**config.mk**
```make
export PLATFORM = sky130hd
export DESIGN_NAME = systolic_feeder
export DESIGN_NICKNAME = d
export VERILOG_FILES = /design/src/rtl/cnn_pkg.sv /design/src/rtl/skew_lane.sv /design/src/rtl/systolic_feeder.sv
export SDC_FILE = /design/constraint.sdc
export NUM_CORES = 1
export LEC_CHECK = 0
export CORE_ASPECT_RATIO = 0.7
export CORE_MARGIN = 2
export CORE_UTILIZATION = 30
export CTS_BUF_LIST = sky130_fd_sc_hd__clkbuf_4 sky130_fd_sc_hd__clkbuf_8
export DETAILED_ROUTE_END_ITERATION = 8
export PLACE_DENSITY = 0.48
export SLEW_MARGIN = 10
export SYNTH_ARGS = -nofsm -noshare
export SYNTH_HDL_FRONTEND = slang
export SYNTH_SLANG_ARGS = --single-unit
export TNS_END_PERCENT = 50
```
**constraint.sdc**
```tcl
create_clock -name clk -period 7.3 [get_ports clk]
set_input_delay 0.73 -clock clk [delete_from_list [all_inputs] [get_ports clk]]
set_output_delay 0.73 -clock clk [all_outputs]
set_load 0.02 [all_outputs]
```
**src/rtl/cnn_pkg.sv**
```systemverilog
`default_nettype none
// +----------------------------------------------------------------------------+
// | cnn_pkg : lane/accumulator widths and systolic_feeder state encoding        |
// | Revision: 1.0                                                               |
// +----------------------------------------------------------------------------+
package cnn_pkg;

    localparam int LANE_W = 8;
    localparam int MAC_W  = 16;

    typedef enum logic [2:0] {
        ST_IDLE   = 3'd0,
        ST_LOAD   = 3'd1,
        ST_CLEAR  = 3'd2,
        ST_STREAM = 3'd3,
        ST_DRAIN  = 3'd4,
        ST_DONE   = 3'd5
    } feeder_state_t;

endpackage
`default_nettype wire

```
**src/rtl/skew_lane.sv**
```systemverilog
`default_nettype none
// +----------------------------------------------------------------------------+
// | skew_lane : picks buffer[t-LANE] for one lane, or 0 outside 0 <= t-LANE < k |
// | Revision: 1.0                                                               |
// +----------------------------------------------------------------------------+
module skew_lane
    import cnn_pkg::*;
#(
    parameter int DEPTH = 8,
    parameter int T_W   = 4,
    parameter int K_W   = 4,
    parameter int LANE  = 0
) (
    input  logic [DEPTH*LANE_W-1:0] column,
    input  logic [T_W-1:0]          t,
    input  logic [K_W-1:0]          k,
    output logic [LANE_W-1:0]       lane
);

    logic [T_W-1:0] idx;

    always_comb begin
        idx  = t - T_W'(LANE);
        lane = '0;
        if ((t >= T_W'(LANE)) && (idx < T_W'(k))) begin
            for (int e = 0; e < DEPTH; e++) begin
                if (idx == T_W'(e)) begin
                    lane = column[e*LANE_W +: LANE_W];
                end
            end
        end
    end

endmodule
`default_nettype wire

```
**src/rtl/systolic_feeder.sv**
```systemverilog
`default_nettype none
// +----------------------------------------------------------------------------+
// | systolic_feeder : buffers K operand vectors and streams them diagonally     |
// | skewed into an output-accumulating systolic array.                          |
// | Option: SYSTOLIC_FEEDER_CNT_EN adds the 16-bit cycle_cnt output.            |
// | Revision: 1.0                                                               |
// +----------------------------------------------------------------------------+
module systolic_feeder
    import cnn_pkg::*;
#(
    parameter int array_size = 3,
    parameter int k_depth    = 8
) (
    input  logic                         clk,
    input  logic                         reset,
    input  logic                         in_valid,
    output logic                         in_ready,
    input  logic [array_size*LANE_W-1:0] in_data,
    input  logic [array_size*LANE_W-1:0] in_weight,
    input  logic                         in_last,
    output logic                         arr_clear,
    output logic [array_size*LANE_W-1:0] datain,
    output logic [array_size*LANE_W-1:0] weightin,
    output logic                         busy,
    output logic                         done
`ifdef SYSTOLIC_FEEDER_CNT_EN
    ,
    output logic [15:0]                  cycle_cnt
`endif
);

    localparam int K_W = $clog2(k_depth + 1);
    localparam int T_W = $clog2(k_depth + array_size + 1);
    localparam int V_W = array_size * LANE_W;

    feeder_state_t  state;
    logic [K_W-1:0] k_cnt;
    logic [T_W-1:0] t;
    logic [T_W-1:0] t_sel;
    logic [K_W-1:0] wr_idx;
    logic           accept;
    logic           to_clear;
    logic [V_W-1:0] sel_data;
    logic [V_W-1:0] sel_weight;
    logic [V_W-1:0] buf_data   [k_depth];
    logic [V_W-1:0] buf_weight [k_depth];

    assign accept   = in_valid && in_ready;
    assign to_clear = accept && (in_last || (k_depth == 1) ||
                      ((state == ST_LOAD) && (k_cnt == K_W'(k_depth - 1))));
    assign wr_idx   = (state == ST_IDLE) ? '0 : k_cnt;
    // Lane registers are loaded one cycle ahead, so the mux looks at the next t.
    assign t_sel    = (state == ST_CLEAR) ? '0 : t + T_W'(1);

    // Buffer has no reset: contents are don't-care until rewritten by a job.
    always_ff @(posedge clk) begin
        for (int e = 0; e < k_depth; e++) begin
            if (accept && (wr_idx == K_W'(e))) begin
                buf_data[e]   <= in_data;
                buf_weight[e] <= in_weight;
            end
        end
    end

    for (genvar i = 0; i < array_size; i++) begin : g_lane
        logic [k_depth*LANE_W-1:0] dcol;
        logic [k_depth*LANE_W-1:0] wcol;

        always_comb begin
            dcol = '0;
            wcol = '0;
            for (int e = 0; e < k_depth; e++) begin
                dcol[e*LANE_W +: LANE_W] = buf_data[e][i*LANE_W +: LANE_W];
                wcol[e*LANE_W +: LANE_W] = buf_weight[e][i*LANE_W +: LANE_W];
            end
        end

        skew_lane #(.DEPTH(k_depth), .T_W(T_W), .K_W(K_W), .LANE(i)) u_data (
            .column (dcol),
            .t      (t_sel),
            .k      (k_cnt),
            .lane   (sel_data[i*LANE_W +: LANE_W])
        );

        skew_lane #(.DEPTH(k_depth), .T_W(T_W), .K_W(K_W), .LANE(i)) u_weight (
            .column (wcol),
            .t      (t_sel),
            .k      (k_cnt),
            .lane   (sel_weight[i*LANE_W +: LANE_W])
        );
    end

    always_ff @(posedge clk or negedge reset) begin
        if (!reset) begin
            state     <= ST_IDLE;
            k_cnt     <= '0;
            t         <= '0;
            in_ready  <= 1'b0;
            arr_clear <= 1'b1;
            datain    <= '0;
            weightin  <= '0;
            busy      <= 1'b0;
            done      <= 1'b0;
        end else begin
            arr_clear <= 1'b0;
            done      <= 1'b0;
            case (state)
                ST_IDLE, ST_LOAD: begin
                    in_ready <= 1'b1;
                    if (accept) begin
                        busy  <= 1'b1;
                        k_cnt <= (state == ST_IDLE) ? K_W'(1) : k_cnt + K_W'(1);
                        state <= ST_LOAD;
                        if (to_clear) begin
                            state     <= ST_CLEAR;
                            in_ready  <= 1'b0;
                            arr_clear <= 1'b1;
                        end
                    end
                end
                ST_CLEAR: begin
                    state    <= ST_STREAM;
                    t        <= '0;
                    datain   <= sel_data;
                    weightin <= sel_weight;
                end
                ST_STREAM: begin
                    if ((t + T_W'(1)) == (T_W'(k_cnt) + T_W'(array_size - 1))) begin
                        t        <= '0;
                        datain   <= '0;
                        weightin <= '0;
                        if (array_size == 1) begin
                            state <= ST_DONE;
                            done  <= 1'b1;
                            busy  <= 1'b0;
                        end else begin
                            state <= ST_DRAIN;
                        end
                    end else begin
                        t        <= t + T_W'(1);
                        datain   <= sel_data;
                        weightin <= sel_weight;
                    end
                end
                ST_DRAIN: begin
                    if ((t + T_W'(1)) == T_W'(array_size - 1)) begin
                        state <= ST_DONE;
                        done  <= 1'b1;
                        busy  <= 1'b0;
                    end else begin
                        t <= t + T_W'(1);
                    end
                end
                ST_DONE: begin
                    state    <= ST_IDLE;
                    k_cnt    <= '0;
                    in_ready <= 1'b1;
                end
                default: begin
                    state <= ST_IDLE;
                end
            endcase
        end
    end

`ifdef SYSTOLIC_FEEDER_CNT_EN
    always_ff @(posedge clk or negedge reset) begin
        if (!reset) begin
            cycle_cnt <= '0;
        end else if (to_clear) begin
            cycle_cnt <= '0;
        end else if (((state == ST_CLEAR) || (state == ST_STREAM) || (state == ST_DRAIN))
                     && (cycle_cnt != 16'hFFFF)) begin
            cycle_cnt <= cycle_cnt + 16'd1;
        end
    end
`endif

endmodule
`default_nettype wire
```
==> results of run 1 <==
timing repair:
item	in CTS	in global routing
hold buffers	1	0
endpoints found under the setup margin	0	0
endpoints found under the hold margin	15	0
registers in the layout, summed over array words and instances, names as in the netlist:
name	cells
buf_weight	192
arr_clear	1
datain	24
busy	1
state	3
t	4
done	1
buf_data	192
k_cnt	4
weightin	24
in_ready	1
kinds of logic (layout without fill, tap and decap cells):
logic type / Yosys count / count (layout) / share of synthesized area [%]
AO/OA/AOI/OAI: 413 / 413 / 15.4
multiplexers: 35 / 35 / 1.99
buffers and inverters: 133 / 311 / 2.87
flip-flops: 447 / 447 / 70.2
AND/OR/NAND/NOR: 301 / 301 / 7.61
other: 0 / 2 / 0
adder cells (fa/ha/maj): 14 / 14 / 0.938
XOR/XNOR: 17 / 17 / 0.952
power by group through the flow:
stage,logic [mW],clock network [mW],registers (mW)
floorplan,2.73,0,3.28
global placement,4.36,0,3.34
detailed placement,4.41,0,3.34
CTS,4.43,2.29,3.29
global route,4.80,2.40,3.32
finish,4.44,2.23,3.29
critical path: stages, from the launching register on:
cell and delay [ns]:
dfrtp_1 0.74, or3b_1 0.75, nand2_1 0.31, ha_1 0.92, clkinv_1 0.87, ha_1 0.58, a21o_1 0.16, a211oi_1 0.21
o311ai_0 0.18, buf_4 0.20, nor2_1 0.91, o221ai_1 0.29, o211ai_1 0.24
layer usage:
| metal | up-vias | share of wire (%) | track usage [%] |
|---|---|---|---|
| met3 | 100 | 7.2 | 4.21 |
| met2 | 495 | 42 | 24.5 |
| met1 | 6352 | 49 | 26.7 |
| met5 | - | 0 | 0 |
| li1 | 5576 | - | - |
| met4 | 0 | 2.3 | 5.48 |
layout by cell type, fill, tap and decap left out, types with 9 or more instances in the layout:
| master | n |
|---|---|
| edfxtp_1 | 384 |
| nand2_1 | 142 |
| clkdlybuf4s50_1 | 102 |
| a21oi_1 | 101 |
| clkbuf_8 | 76 |
| dfrtp_1 | 61 |
| o21ai_0 | 56 |
| nor2_1 | 47 |
| o221ai_1 | 40 |
| inv_1 | 38 |
| buf_4 | 35 |
| o22ai_1 | 33 |
| o211ai_1 | 31 |
| clkbuf_4 | 30 |
| a211oi_1 | 22 |
| a22oi_1 | 20 |
| nand3_1 | 19 |
| a31oi_1 | 18 |
| clkinv_1 | 17 |
| mux2_2 | 17 |
| nor4_1 | 17 |
| mux2i_1 | 17 |
| a221o_1 | 16 |
| nand2b_1 | 15 |
| or3_1 | 14 |
| a22o_1 | 14 |
| ha_1 | 14 |
| xnor2_1 | 12 |
| o2bb2a_1 | 12 |
| o311ai_1 | 9 |
final cells by class:
class	instances	area, um^2	share of cell area (%)
Antenna cell	2	5.00	0.0225
Timing Repair Buffer	138	1290	5.83
Clock inverter	25	190	0.857
Clock buffer	106	1270	5.73
Multi-Input combinational cell	780	5150	23.2
Tap cell	819	1020	4.62
Sequential cell	447	13100	59.1
Inverter	42	158	0.710
worst max-delay path by stage:
stage | startpoint | slack [ns] | depth (start not counted) | end
finish | state[0] | 0.82 | 12 | datain[21]
global route | state[0] | 0.41 | 12 | weightin[20]
CTS | t[0] | 0.85 | 13 | datain[19]
detailed placement | t[0] | 0.91 | 13 | weightin[16]
global placement | t[0] | 1.13 | 13 | datain[17]
floorplan | in_valid | 0.52 | 4 | buf_data[0][48]
stage by stage:
step | hold slack (ns) | power (mW)
floorplan | 0.434 | 6.01
global placement | 0.480 | 7.69
detailed placement | 0.487 | 7.75
CTS | 0.499 | 10.0
global route | 0.515 | 10.5
finish | 0.490 | 9.97
==> impl_results.md, run 1 <==
- Clock power frac: 22.4%
- Critical Path Start Type: register
- Chip height: 213 um
- Top-count cell post-synth: edfxtp_1
- Synth Flop Type: edfxtp_1
- Tmin final: 6.48 ns
- Post-cts resize count: 0
- Sw Pwr: 4.30 mW
- Warnings from Yosys: 0
- Global-route wire length before repair: 83000 um
- TritonCTS Buffers: 73
- I/O Pins: 104
- Final Non-Filler Cells: 2359
- Flops & latches, synth: 447
- DP Cell Count: 2225
- Cells after synthesis: 1360
- Final core occ: 36.1%
- Fin crit share: 88.8%
- Row count: 76
- DRC Markers: 0
- Cell Pwr Density: 449 mW/mm^2
- # port buffers: 103
- Reg power frac: 33.0%
- Reg2reg setup slack: 0.82 ns
- Layout area overhead: 18.9%
- Synth top cells by count: edfxtp_1, nand2_1, a21oi_1
- Final setup viols: 0
- Setup CP Type: register to register
- Synthesized Nets: 1426
- R2r worst-path depth: 12
- Max_cap viols: 0
- Final Hold Viols: 0
- Dpl ws: 0.914 ns
- Postcts setup bufs: 0
- DR vias: 12.5k
- Top-area cell type share of the netlist area: 61.8%
- Post-route cell area: 0.0222 mm^2
- Initial antenna violation count: 2
- Post-route setup TNS: 0 ns
- Largest net degree at the start of global routing: 64
- Worst Min Path Start: weightin[12]
- Routability Congestion: 0.831
- Reg clk slew, reported paths: 0.06 ns
- CP Max Fanout: 19
- H-tree levels: 3
- Die area: 0.0643 mm^2
- Worst-skew pair later-pin latency: 0.66 ns
- Data arrival time of the critical path: 7.03 ns
- Tightest Hold Check Type: register to register
- Endpoint class of the critical path: register
- Switching part of the total: 43.2%
- Comb power frac: 44.6%
- Antenna-violating nets left: 0
- Req. time, crit path: 7.85 ns
- Vias per cell: 5.31
- Max-slew violation count: 0
- Async SR Flop Fraction: 14.1%
- Hold depth: 2
- Average size of a mapped cell: 13.7 um^2
- Post-synthesis sequential area ratio: 70.2%
- Worst Tran Pin Value: 1.22 ns
- RSZ-0062 raised after global routing: false
- Area post-placement: 0.0207 mm^2
- Die width: 302 um
- Vias in the first global route: 12.4k
- Grt ovf: 0
- Status: completed
- R2R Path End: datain[21]
- Global Route Usage Sum: 17.6%
- EDFF count, synth: 384
- CTS tree: done
- Post-synth top area cell: edfxtp_1
- Drt pass-1 iters: 5
- Final Net Count: 1548
- Root Driver: clkbuf_8
- WHS Endpoint: weightin[12]
- Post-synthesis cell type count: 69
- R2r startpoint: state[0]
- Maximum VDD drop: 245 uV
- Pint: 5.66 mW
- Starting Density: 30.3%
- Worst-case clock buffer depth: 3
- Largest cells by area after synthesis: edfxtp_1, dfrtp_1, nand2_1
- Setup Skew: 0.0425 ns
- Routed wire per std cell: 23.9 um
- Cell leakage power: 7.35 nW
- DPL Wire Length: 32000 um
- Final WS setup: 0.821 ns
- Fill cell count: 5866
- Iter 0 DRT Violations: 1228
- Routed WL: 56300 um
- Worst slew margin: 18.7%
- Core area: 0.0615 mm^2
- Max Clock Freq: 154 MHz
- Sinks on Clock Net: 447
- Synthesized cell area: 0.0187 mm^2
- Share of layout cells above drive strength 1: 13.1%
(Power assumes the default switching activity.)
==> inputs of run 2 (changes only) <==
--- a/config.mk
+++ b/config.mk
@@ -10,7 +10,8 @@
 export CORE_UTILIZATION = 30
 export CTS_BUF_LIST = sky130_fd_sc_hd__clkbuf_4 sky130_fd_sc_hd__clkbuf_8
 export DETAILED_ROUTE_END_ITERATION = 8
-export PLACE_DENSITY = 0.48
+export GPL_TIMING_DRIVEN = 0
+export PLACE_DENSITY = 0.49
 export SLEW_MARGIN = 10
 export SYNTH_ARGS = -nofsm -noshare
 export SYNTH_HDL_FRONTEND = slang
==> constraint.sdc (replaced) <==
create_clock -name clk -period 5.39 [get_ports clk]
set_input_delay 0.539 -clock clk [delete_from_list [all_inputs] [get_ports clk]]
set_output_delay 0.539 -clock clk [all_outputs]
set_load 0.02 [all_outputs]
==> impl_results.md, run 2 (synthesized netlist as in run 1, its figures left out) <==
- Max Clock Freq: 201 MHz
- Post-route cell area: 0.0229 mm^2
- Starting Density: 30.3%
- Largest net degree at the start of global routing: 49
- Reg clk slew, reported paths: 0.07 ns
- Layout area overhead: 22.6%
- Final setup viols: 0
- H-tree levels: 3
- Routability Congestion: 0.894
- RSZ-0062 raised after global routing: false
- Post-route setup TNS: 0 ns
- Worst-skew pair later-pin latency: 0.65 ns
- Final Net Count: 1652
- CP Max Fanout: 10
- CTS tree: done
- Worst-case clock buffer depth: 3
- Share of layout cells above drive strength 1: 15.0%
- Tightest Hold Check Type: input pin to asynchronous set/reset pin
- Chip height: 213 um
- Met2 Usage GRT: 25.1%
- # port buffers: 103
- DR vias: 12.7k
- DP Cell Count: 2323
- Die area: 0.0643 mm^2
- Antenna-violating nets left: 0
- Setup CP Type: register to register
- Commonest cells after routing, fill and taps aside: edfxtp_1, nand2_1, clkdlybuf4s50_1
- Worst slew margin: 17.1%
- Root Driver: clkbuf_8
- Ant. Diodes: 0
- Critical Path Start Type: register
- Final Hold Viols: 0
- Drt pass-1 iters: 7
- Max_cap viols: 0
- Tmin final: 4.99 ns
- Met3 usage: 4.30%
- Initial antenna violation count: 2
- Sinks on Clock Net: 447
- Final Non-Filler Cells: 2463
- Req. time, crit path: 5.89 ns
- Commonest non-fill, non-tap cell in the layout: edfxtp_1
- DRC Markers: 0
- Cell leakage power: 7.70 nW
- Final core occ: 37.2%
- TritonCTS Buffers: 76
- Routed WL: 56600 um
- Core area: 0.0615 mm^2
- GR peak layer: met1
- Vias per cell: 5.16
- Max-slew violation count: 0
- DPL Wire Length: 39400 um
- Met1 usage: 26.8%
- Vias in the first global route: 12.7k
- Global Route Usage Sum: 17.7%
- Status: completed
- Area post-placement: 0.0213 mm^2
- Maximum VDD drop: 313 uV
- Fin crit share: 92.5%
- Cell Pwr Density: 603 mW/mm^2
- Setup Skew: 0.0348 ns
- Biggest regs: buf_data (192), buf_weight (192)
- Routed wire per std cell: 23.0 um
- Row count: 76
- Power consumption: 13.8 mW
- Grt ovf: 0
- Global-route wire length before repair: 83900 um
- Fill cell count: 5826
- Data arrival time of the critical path: 5.49 ns
- Die width: 302 um
- Endpoint class of the critical path: register
- Iter 0 DRT Violations: 1251
- I/O Pins: 104
- Worst Tran Pin Value: 1.23 ns
run 2: cell count changes in the layout (fill, tap and decap cells not counted), sizes merged:
cell and change:
clkbuf +77, buf +35, clkinv -9, inv +3, bufinv -2, clkinvlp +2
diode -2
run 2: path summary, 6_finish.rpt:
check / endpoint / cells past startpoint / from / slack [ns]
max reg2reg: weightin[14] / 15 / t[1] / 0.40
min: datain[15] / 2 / reset / 0.34
max: weightin[14] / 15 / t[1] / 0.40
min reg2reg: weightin[21] / 2 / weightin[21] / 0.48
max in group asynchronous: arr_clear / 3 / reset / 4.39
min in group clk: weightin[21] / 2 / weightin[21] / 0.48
run 2: per-stage QoR:
stage          hold WS, ns  worst slack [ns]
2_1_floorplan        0.243            -0.806
6_report             0.344             0.405
3_3_place_gp         0.467             -6.73
5_1_grt              0.344             0.140
3_5_place_dp         0.463            -0.491
4_1_cts              0.324            0.0886
run 2: critical path, cell delays in order, from the launching register on:
cell and delay, ns:
dfrtp_1 0.35, buf_4 0.17, inv_1 0.05, ha_1 0.26, buf_2 0.25, clkinvlp_4 0.33, nand2_1 0.36, ha_2 0.23
buf_2 0.25, xnor2_1 0.23, xor2_1 0.39, nor3_1 1.09, clkbuf_1 0.49, nand2_1 0.10, o211ai_1 0.14, o311ai_1 0.14
run 2: report_power, final:
part	switching (mW)	leakage [nW]	total (mW)	internal [mW]
clock	1.38	0.819	3.09	1.71
combinational	4.43	2.59	6.40	1.97
sequential	0.180	4.28	4.31	4.13
total	5.99	7.70	13.8	7.81
run 2: final cells by class:
cell class | count | area (um^2) | share of cell area (%)
clock buffer | 117 | 1400 | 6.13
buffer | 89 | 374 | 1.63
clock inverter | 19 | 133 | 0.579
sequential | 447 | 13100 | 57.3
tap | 819 | 1020 | 4.48
inverter | 42 | 165 | 0.721
timing repair buffer | 150 | 1570 | 6.86
multi-input combinational | 780 | 5110 | 22.3
run 2: timing repair:
action,CTS,global route
endpoints found under the setup margin,16,26
setup buffers,2,3
pin swaps,1,2
hold buffers,1,0
endpoints found under the hold margin,15,0
gates cloned,0,0
gates resized for setup,2,4
run 2: layer usage:
metal / up-vias / share of wire, %
li1: 5799 / -
met1: 6391 / 49
met2: 442 / 42
met3: 87 / 7.4
met4: 2 / 2.0
met5: - / 0.023
